<file path="src/rtl/alu_pkg.sv">
// Shared opcode constants, arbiter FSM state type and opcode classification
// for the ALU arbiter slice.
package alu_pkg;

  localparam logic [3:0] OP_ADD  = 4'h0;
  localparam logic [3:0] OP_ADC  = 4'h1;
  localparam logic [3:0] OP_SUB  = 4'h2;
  localparam logic [3:0] OP_SBC  = 4'h3;
  localparam logic [3:0] OP_AND  = 4'h4;
  localparam logic [3:0] OP_OR   = 4'h5;
  localparam logic [3:0] OP_XOR  = 4'h6;
  localparam logic [3:0] OP_NOT  = 4'h7;
  localparam logic [3:0] OP_SHL  = 4'h8;
  localparam logic [3:0] OP_SHR  = 4'h9;
  localparam logic [3:0] OP_ROL  = 4'hA;
  localparam logic [3:0] OP_CMP  = 4'hB;
  localparam logic [3:0] OP_NEG  = 4'hC;
  localparam logic [3:0] OP_STO  = 4'hD;
  localparam logic [3:0] OP_SWP  = 4'hE;
  localparam logic [3:0] OP_LOAD = 4'hF;

  typedef enum logic [1:0] {
    IDLE  = 2'd0,
    ISSUE = 2'd1,
    WAIT  = 2'd2,
    RESP  = 2'd3
  } arb_state_t;

  // STO/SWP/LOAD never produce a Y, so the arbiter rejects them without using the ALU.
  function automatic logic op_no_result(input logic [3:0] sel);
    return (sel == OP_STO) || (sel == OP_SWP) || (sel == OP_LOAD);
  endfunction

endpackage

</file>
<file path="src/rtl/alu_arbiter_rr_pick.sv">
// Combinational round-robin pick: one-hot grant to the first requester at or
// after the pointer, wrapping around NUM_REQ.
module rr_pick #(
  parameter int unsigned NUM_REQ = 2
) (
  input  logic [NUM_REQ-1:0] req,
  input  logic [1:0]         ptr,
  output logic [NUM_REQ-1:0] grant
);

  logic found;

  always_comb begin
    grant = '0;
    found = 1'b0;
    for (int unsigned off = 0; off < NUM_REQ; off++) begin
      for (int unsigned j = 0; j < NUM_REQ; j++) begin
        if (!found && req[j] && (j == (32'(ptr) + off) % NUM_REQ)) begin
          grant[j] = 1'b1;
          found    = 1'b1;
        end
      end
    end
  end

endmodule

</file>
<file path="src/rtl/alu_arbiter.sv">
// Arbitrates up to four requesters onto the single shared ALU datapath.
// Define ALU_ARB_FIXED_PRIO_EN for fixed lowest-index-wins priority instead of round-robin.
module alu_arbiter
  import alu_pkg::*;
#(
  parameter int unsigned NUM_REQ = 2
) (
  input  logic                   clk,
  input  logic                   reset,
  input  logic [NUM_REQ-1:0]     req,
  input  logic [4*NUM_REQ-1:0]   req_select,
  input  logic [8*NUM_REQ-1:0]   req_a,
  input  logic [8*NUM_REQ-1:0]   req_b,
  output logic [NUM_REQ-1:0]     ack,
  output logic [NUM_REQ-1:0]     done,
  output logic                   err,
  output logic [7:0]             result,
  output logic [7:0]             alu_a,
  output logic [7:0]             alu_b,
  output logic [3:0]             alu_select,
  output logic                   alu_do,
  input  logic [7:0]             alu_y,
  output logic                   busy
);

  arb_state_t         state_q, state_d;
  logic [NUM_REQ-1:0] grant;
  logic [NUM_REQ-1:0] win_q, win_d;
  logic [NUM_REQ-1:0] done_q, done_d;
  logic               err_q, err_d;
  logic [7:0]         result_q, result_d;
  logic [7:0]         alu_a_q, alu_a_d;
  logic [7:0]         alu_b_q, alu_b_d;
  logic [3:0]         alu_sel_q, alu_sel_d;
  logic               alu_do_q, alu_do_d;
  logic [3:0]         g_sel;
  logic [7:0]         g_a, g_b;

`ifdef ALU_ARB_FIXED_PRIO_EN
  always_comb begin
    grant = '0;
    for (int unsigned i = NUM_REQ; i > 0; i--) begin
      if (req[i-1]) begin
        grant      = '0;
        grant[i-1] = 1'b1;
      end
    end
  end
`else
  logic [1:0] ptr_q, ptr_d, nxt_ptr;

  rr_pick #(.NUM_REQ(NUM_REQ)) u_rr_pick (
    .req   (req),
    .ptr   (ptr_q),
    .grant (grant)
  );
`endif

  always_comb begin
    g_sel = '0;
    g_a   = '0;
    g_b   = '0;
`ifndef ALU_ARB_FIXED_PRIO_EN
    nxt_ptr = '0;
`endif
    for (int unsigned i = 0; i < NUM_REQ; i++) begin
      if (grant[i]) begin
        g_sel = req_select[4*i +: 4];
        g_a   = req_a[8*i +: 8];
        g_b   = req_b[8*i +: 8];
`ifndef ALU_ARB_FIXED_PRIO_EN
        nxt_ptr = 2'((i + 1) % NUM_REQ);
`endif
      end
    end
  end

  // ack is the only combinational output: it must land in the IDLE cycle that takes the request.
  assign ack = (state_q == IDLE && !reset) ? grant : '0;

  always_comb begin
    state_d   = state_q;
    win_d     = win_q;
    done_d    = '0;
    err_d     = 1'b0;
    result_d  = result_q;
    alu_a_d   = alu_a_q;
    alu_b_d   = alu_b_q;
    alu_sel_d = alu_sel_q;
    alu_do_d  = 1'b0;
`ifndef ALU_ARB_FIXED_PRIO_EN
    ptr_d     = ptr_q;
`endif
    case (state_q)
      IDLE: begin
        if (|req) begin
          win_d = grant;
`ifndef ALU_ARB_FIXED_PRIO_EN
          ptr_d = nxt_ptr;
`endif
          // Rejected opcodes leave the ALU drive untouched and answer straight from RESP.
          if (op_no_result(g_sel)) begin
            state_d  = RESP;
            done_d   = grant;
            err_d    = 1'b1;
            result_d = '0;
          end else begin
            state_d   = ISSUE;
            alu_a_d   = g_a;
            alu_b_d   = g_b;
            alu_sel_d = g_sel;
            alu_do_d  = 1'b1;
          end
        end
      end
      ISSUE: state_d = WAIT;
      WAIT: begin
        state_d  = RESP;
        result_d = alu_y;
        done_d   = win_q;
      end
      RESP: state_d = IDLE;
      default: state_d = IDLE;
    endcase
  end

  always_ff @(posedge clk) begin
    if (reset) begin
      state_q   <= IDLE;
      win_q     <= '0;
      done_q    <= '0;
      err_q     <= 1'b0;
      result_q  <= '0;
      alu_a_q   <= '0;
      alu_b_q   <= '0;
      alu_sel_q <= '0;
      alu_do_q  <= 1'b0;
`ifndef ALU_ARB_FIXED_PRIO_EN
      ptr_q     <= '0;
`endif
    end else begin
      state_q   <= state_d;
      win_q     <= win_d;
      done_q    <= done_d;
      err_q     <= err_d;
      result_q  <= result_d;
      alu_a_q   <= alu_a_d;
      alu_b_q   <= alu_b_d;
      alu_sel_q <= alu_sel_d;
      alu_do_q  <= alu_do_d;
`ifndef ALU_ARB_FIXED_PRIO_EN
      ptr_q     <= ptr_d;
`endif
    end
  end

  assign done       = done_q;
  assign err        = err_q;
  assign result     = result_q;
  assign alu_a      = alu_a_q;
  assign alu_b      = alu_b_q;
  assign alu_select = alu_sel_q;
  assign alu_do     = alu_do_q;
  assign busy       = (state_q != IDLE);

endmodule

</file>
<file path="config.mk">
export PLATFORM = sky130hd
export DESIGN_NAME = alu_arbiter
export DESIGN_NICKNAME = d
export VERILOG_FILES = /design/src/rtl/alu_pkg.sv /design/src/rtl/alu_arbiter_rr_pick.sv /design/src/rtl/alu_arbiter.sv
export SDC_FILE = /design/constraint.sdc
export NUM_CORES = 1
export LEC_CHECK = 0
export ABC_AREA = 0
export BUFFER_PORTS_ARGS = -buffer_cell sky130_fd_sc_hd__buf_4
export CAP_MARGIN = 25
export CORE_UTILIZATION = 30
export DETAILED_ROUTE_END_ITERATION = 10
export SYNTH_ARGS = -nofsm -noshare
export SYNTH_HDL_FRONTEND = slang
export SYNTH_SLANG_ARGS = --single-unit
</file>
<file path="constraint.sdc">
create_clock -name clk -period 3.19 [get_ports clk]
set_input_delay 0.638 -clock clk [delete_from_list [all_inputs] [get_ports clk]]
set_output_delay 0.638 -clock clk [all_outputs]
set_load 0.02 [all_outputs]
</file>
==> impl_metrics.csv <==
group,metric,value,unit
outcome,outcome,"finished, final reports clean",
die,chipHeight,86.7,um
setup_path,startpoint_type,"input port",
run,cap_violations,0,
clocking,clock_latency,0.29,ns
place,dp.cells,398,
logic_synthesis,ys_ff_latch,37,
die,core-area,6870,um2
clocking,path_clk_slew,0.07,ns
cells_and_area,fin_cells,406,
place,globalplace.congestion,0.756,
route,drt_wl_total,5630,um
route,detail-route-antenna-nets,0,
logic_synthesis,yosysTopAreaCell,"dfxtp_1",
logic_synthesis,synthTopCellsByArea,"dfxtp_1, mux2_4, a32oi_1, nor2b_1, nor2_1",
clocking,cts_hold_buf,0,
sta,tns,0,ns
die,start_util,31.3,%
cells_and_area,area_delta_synth_final,37.2,%
sta,clock_skew,0.00664,ns
power,power.leakage,1.24,nW
sta,relSlewSlack,55.5,%
route,route.detailed.drc,0,
sta,hold_viol_final,0,
clocking,cts_tree,"built",
sta,fin_hold_ws,0.461,ns
sta,fin_crit_sh,78.3,%
logic_synthesis,syn_area_per_cell,9.15,um2
grt,grt_pass1_vias,1862,
die,io_pins,87,
die,rows,30,
clocking,root_buffer,"clkbuf_8",
cells_and_area,final_util,43.0,%
clocking,cts_buffers,5,
die,dieWidth,86.7,um
clocking,htreeDepth,2,
setup_path,cp.arrival,1.86,ns
setup_path,worstSetupPathType,"input port to output pin",
sta,drv_slew,0,
clocking,postCtsSetupBuffers,0,
worst_hold_path,hold_path.class,"register to register",
place,port_buffers,86,
grt,grt_antenna_before_repair,0,
logic_synthesis,synth-seq-area-share,34.4,%
setup_path,worst_ep_required_time,2.55,ns
logic_synthesis,synth_cell_types,32,
sta,setup_viol,0,
cells_and_area,n_antenna_cell,0,
logic_synthesis,netlist_instances,235,
logic_synthesis,synth_top_area_share,34.4,%
route,drt-initial-drc-count,100,
route,wire_per_inst,13.9,um
logic_synthesis,ys_warn_count,0,
logic_synthesis,syn-num-nets,289,
clocking,cts_num_sinks,37,
clocking,ctsResizeCount,0,
route,dr.pass1.iters,4,
power,powerDensity,571,nW/um2
grt,grt_pass1_wl,8930,um
sta,fmax,0.401,GHz
sta,tightest_slew,0.668,ns
place,hpwlAfterDp,4110,um
setup_path,cp-end-kind,"output pin",
grt,grt_overflow_total,0,
cells_and_area,nets,363,
sta,rsz0062_at_grt,"false",
cells_and_area,layout-drive-gt1-share,40.0,%
power,total_power,1.68,mW
route,via_count,1995,
grt,grt_max_degree,74,
clocking,cts.path.max_buffers,2,
power,ir_drop,0.283,mV
logic_synthesis,syn-cell-area,2150,um2
sta,min_period,2.50,ns
die,die_area,7510,um2
grt,grt_use_total,15.2,%
route,viasPerCell,4.91,
setup_path,critPathMaxFanout,28,
## routing by layer
metal  up-vias  wire length (um)  track usage (%)  share of wire [%]
li1       1015                 -                -                  -
met1       932              2740             20.6                 49
met2        43              2620             24.2                 46
met3         5               213             2.86                3.8
met4         0                62             5.00                1.1
met5         -                 0                0                  0
## final timing paths
kind	start	end	slack [ns]	depth (start not counted)
setup / recovery	req[1]	ack[0]	0.69	4
hold / removal	win_q[1]	win_q[1]	0.46	1
setup reg to reg	ptr_q[0]	alu_b[2]	0.84	5
hold reg to reg	win_q[1]	win_q[1]	0.46	1
## power by group
| group | leakage (nW) | switching, mW | internal [mW] |
|---|---|---|---|
| registers | 0.302 | 0.0393 | 0.534 |
| clock network | 0.0585 | 0.164 | 0.255 |
| logic | 0.880 | 0.378 | 0.314 |
| total | 1.24 | 0.581 | 1.10 |
## critical path, stage by stage
cell and delay [ns]:
buf_4 0.22, a21boi_4 0.41, nor3b_1 0.38, buf_4 0.21
## area by class of cell
class / instances / area (um2)
tap: 96 / 120
fill: 679 / 3920
clock buffer: 7 / 86.3
inverter: 5 / 18.8
multi-input combinational: 169 / 1270
clock inverter: 1 / 30.0
timing repair buffer: 91 / 683
sequential: 37 / 741
## flip-flops by register name, summed over array words and instances (netlist names)
name / cells
alu_b: 8
alu_a: 8
ptr_q: 1
result: 8
done: 2
alu_select: 4
state_q: 2
err: 1
alu_do: 1
win_q: 2
## cell usage in the layout, fill, tap and decap left out
master     instances
a211oi_1           2
a211oi_2           1
a21boi_4           1
a21o_1             3
a21oi_1           10
a32o_1             2
a32oi_1           18
a32oi_2            3
buf_4             91
bufinv_16          1
clkbuf_1           1
clkbuf_8           6
dfxtp_1           37
ha_1               2
inv_1              5
mux2_2             1
mux2_4            17
nand2_1           10
nand2b_1           3
nand3b_1           1
nor2_1            25
nor2b_1           19
nor3_1            10
nor3b_1            9
o211ai_1           8
o21ai_1            1
o31ai_1            9
o31ai_4            1
o32ai_1            1
o41ai_1            1
or2_2              2
or3_1              9
## through the flow
step,area [um2],setup slack [ns]
4_1_cts,2950,0.698
6_report,2950,0.694
3_5_place_dp,2830,0.529
3_3_place_gp,2830,0.642
5_1_grt,2950,0.597
2_1_floorplan,2150,0.847
## cells by family after synthesis
logic type      share of synthesized area, %
simple gates                            21.5
compound gates                          24.0
flops                                   34.4
buf+inv                                 6.46
mux                                     12.4
fa+ha+maj                               1.16
## Yosys cell counts (all sizes together)
master,instances
buf,7
mux2,18
a32o,2
inv,5
ha,2
o21ai,1
a32oi,21
o211ai,8
a21o,3
a21boi,1
or2,2
nor2,25
nand2,10
nor2b,19
o31ai,10
nor3b,9
nand2b,3
o41ai,1
or3,9
nor3,10
dfxtp,37
clkbuf,17
o32ai,1
a211oi,3
a21oi,10
nand3b,1
Power figures use the tool's default switching activity.
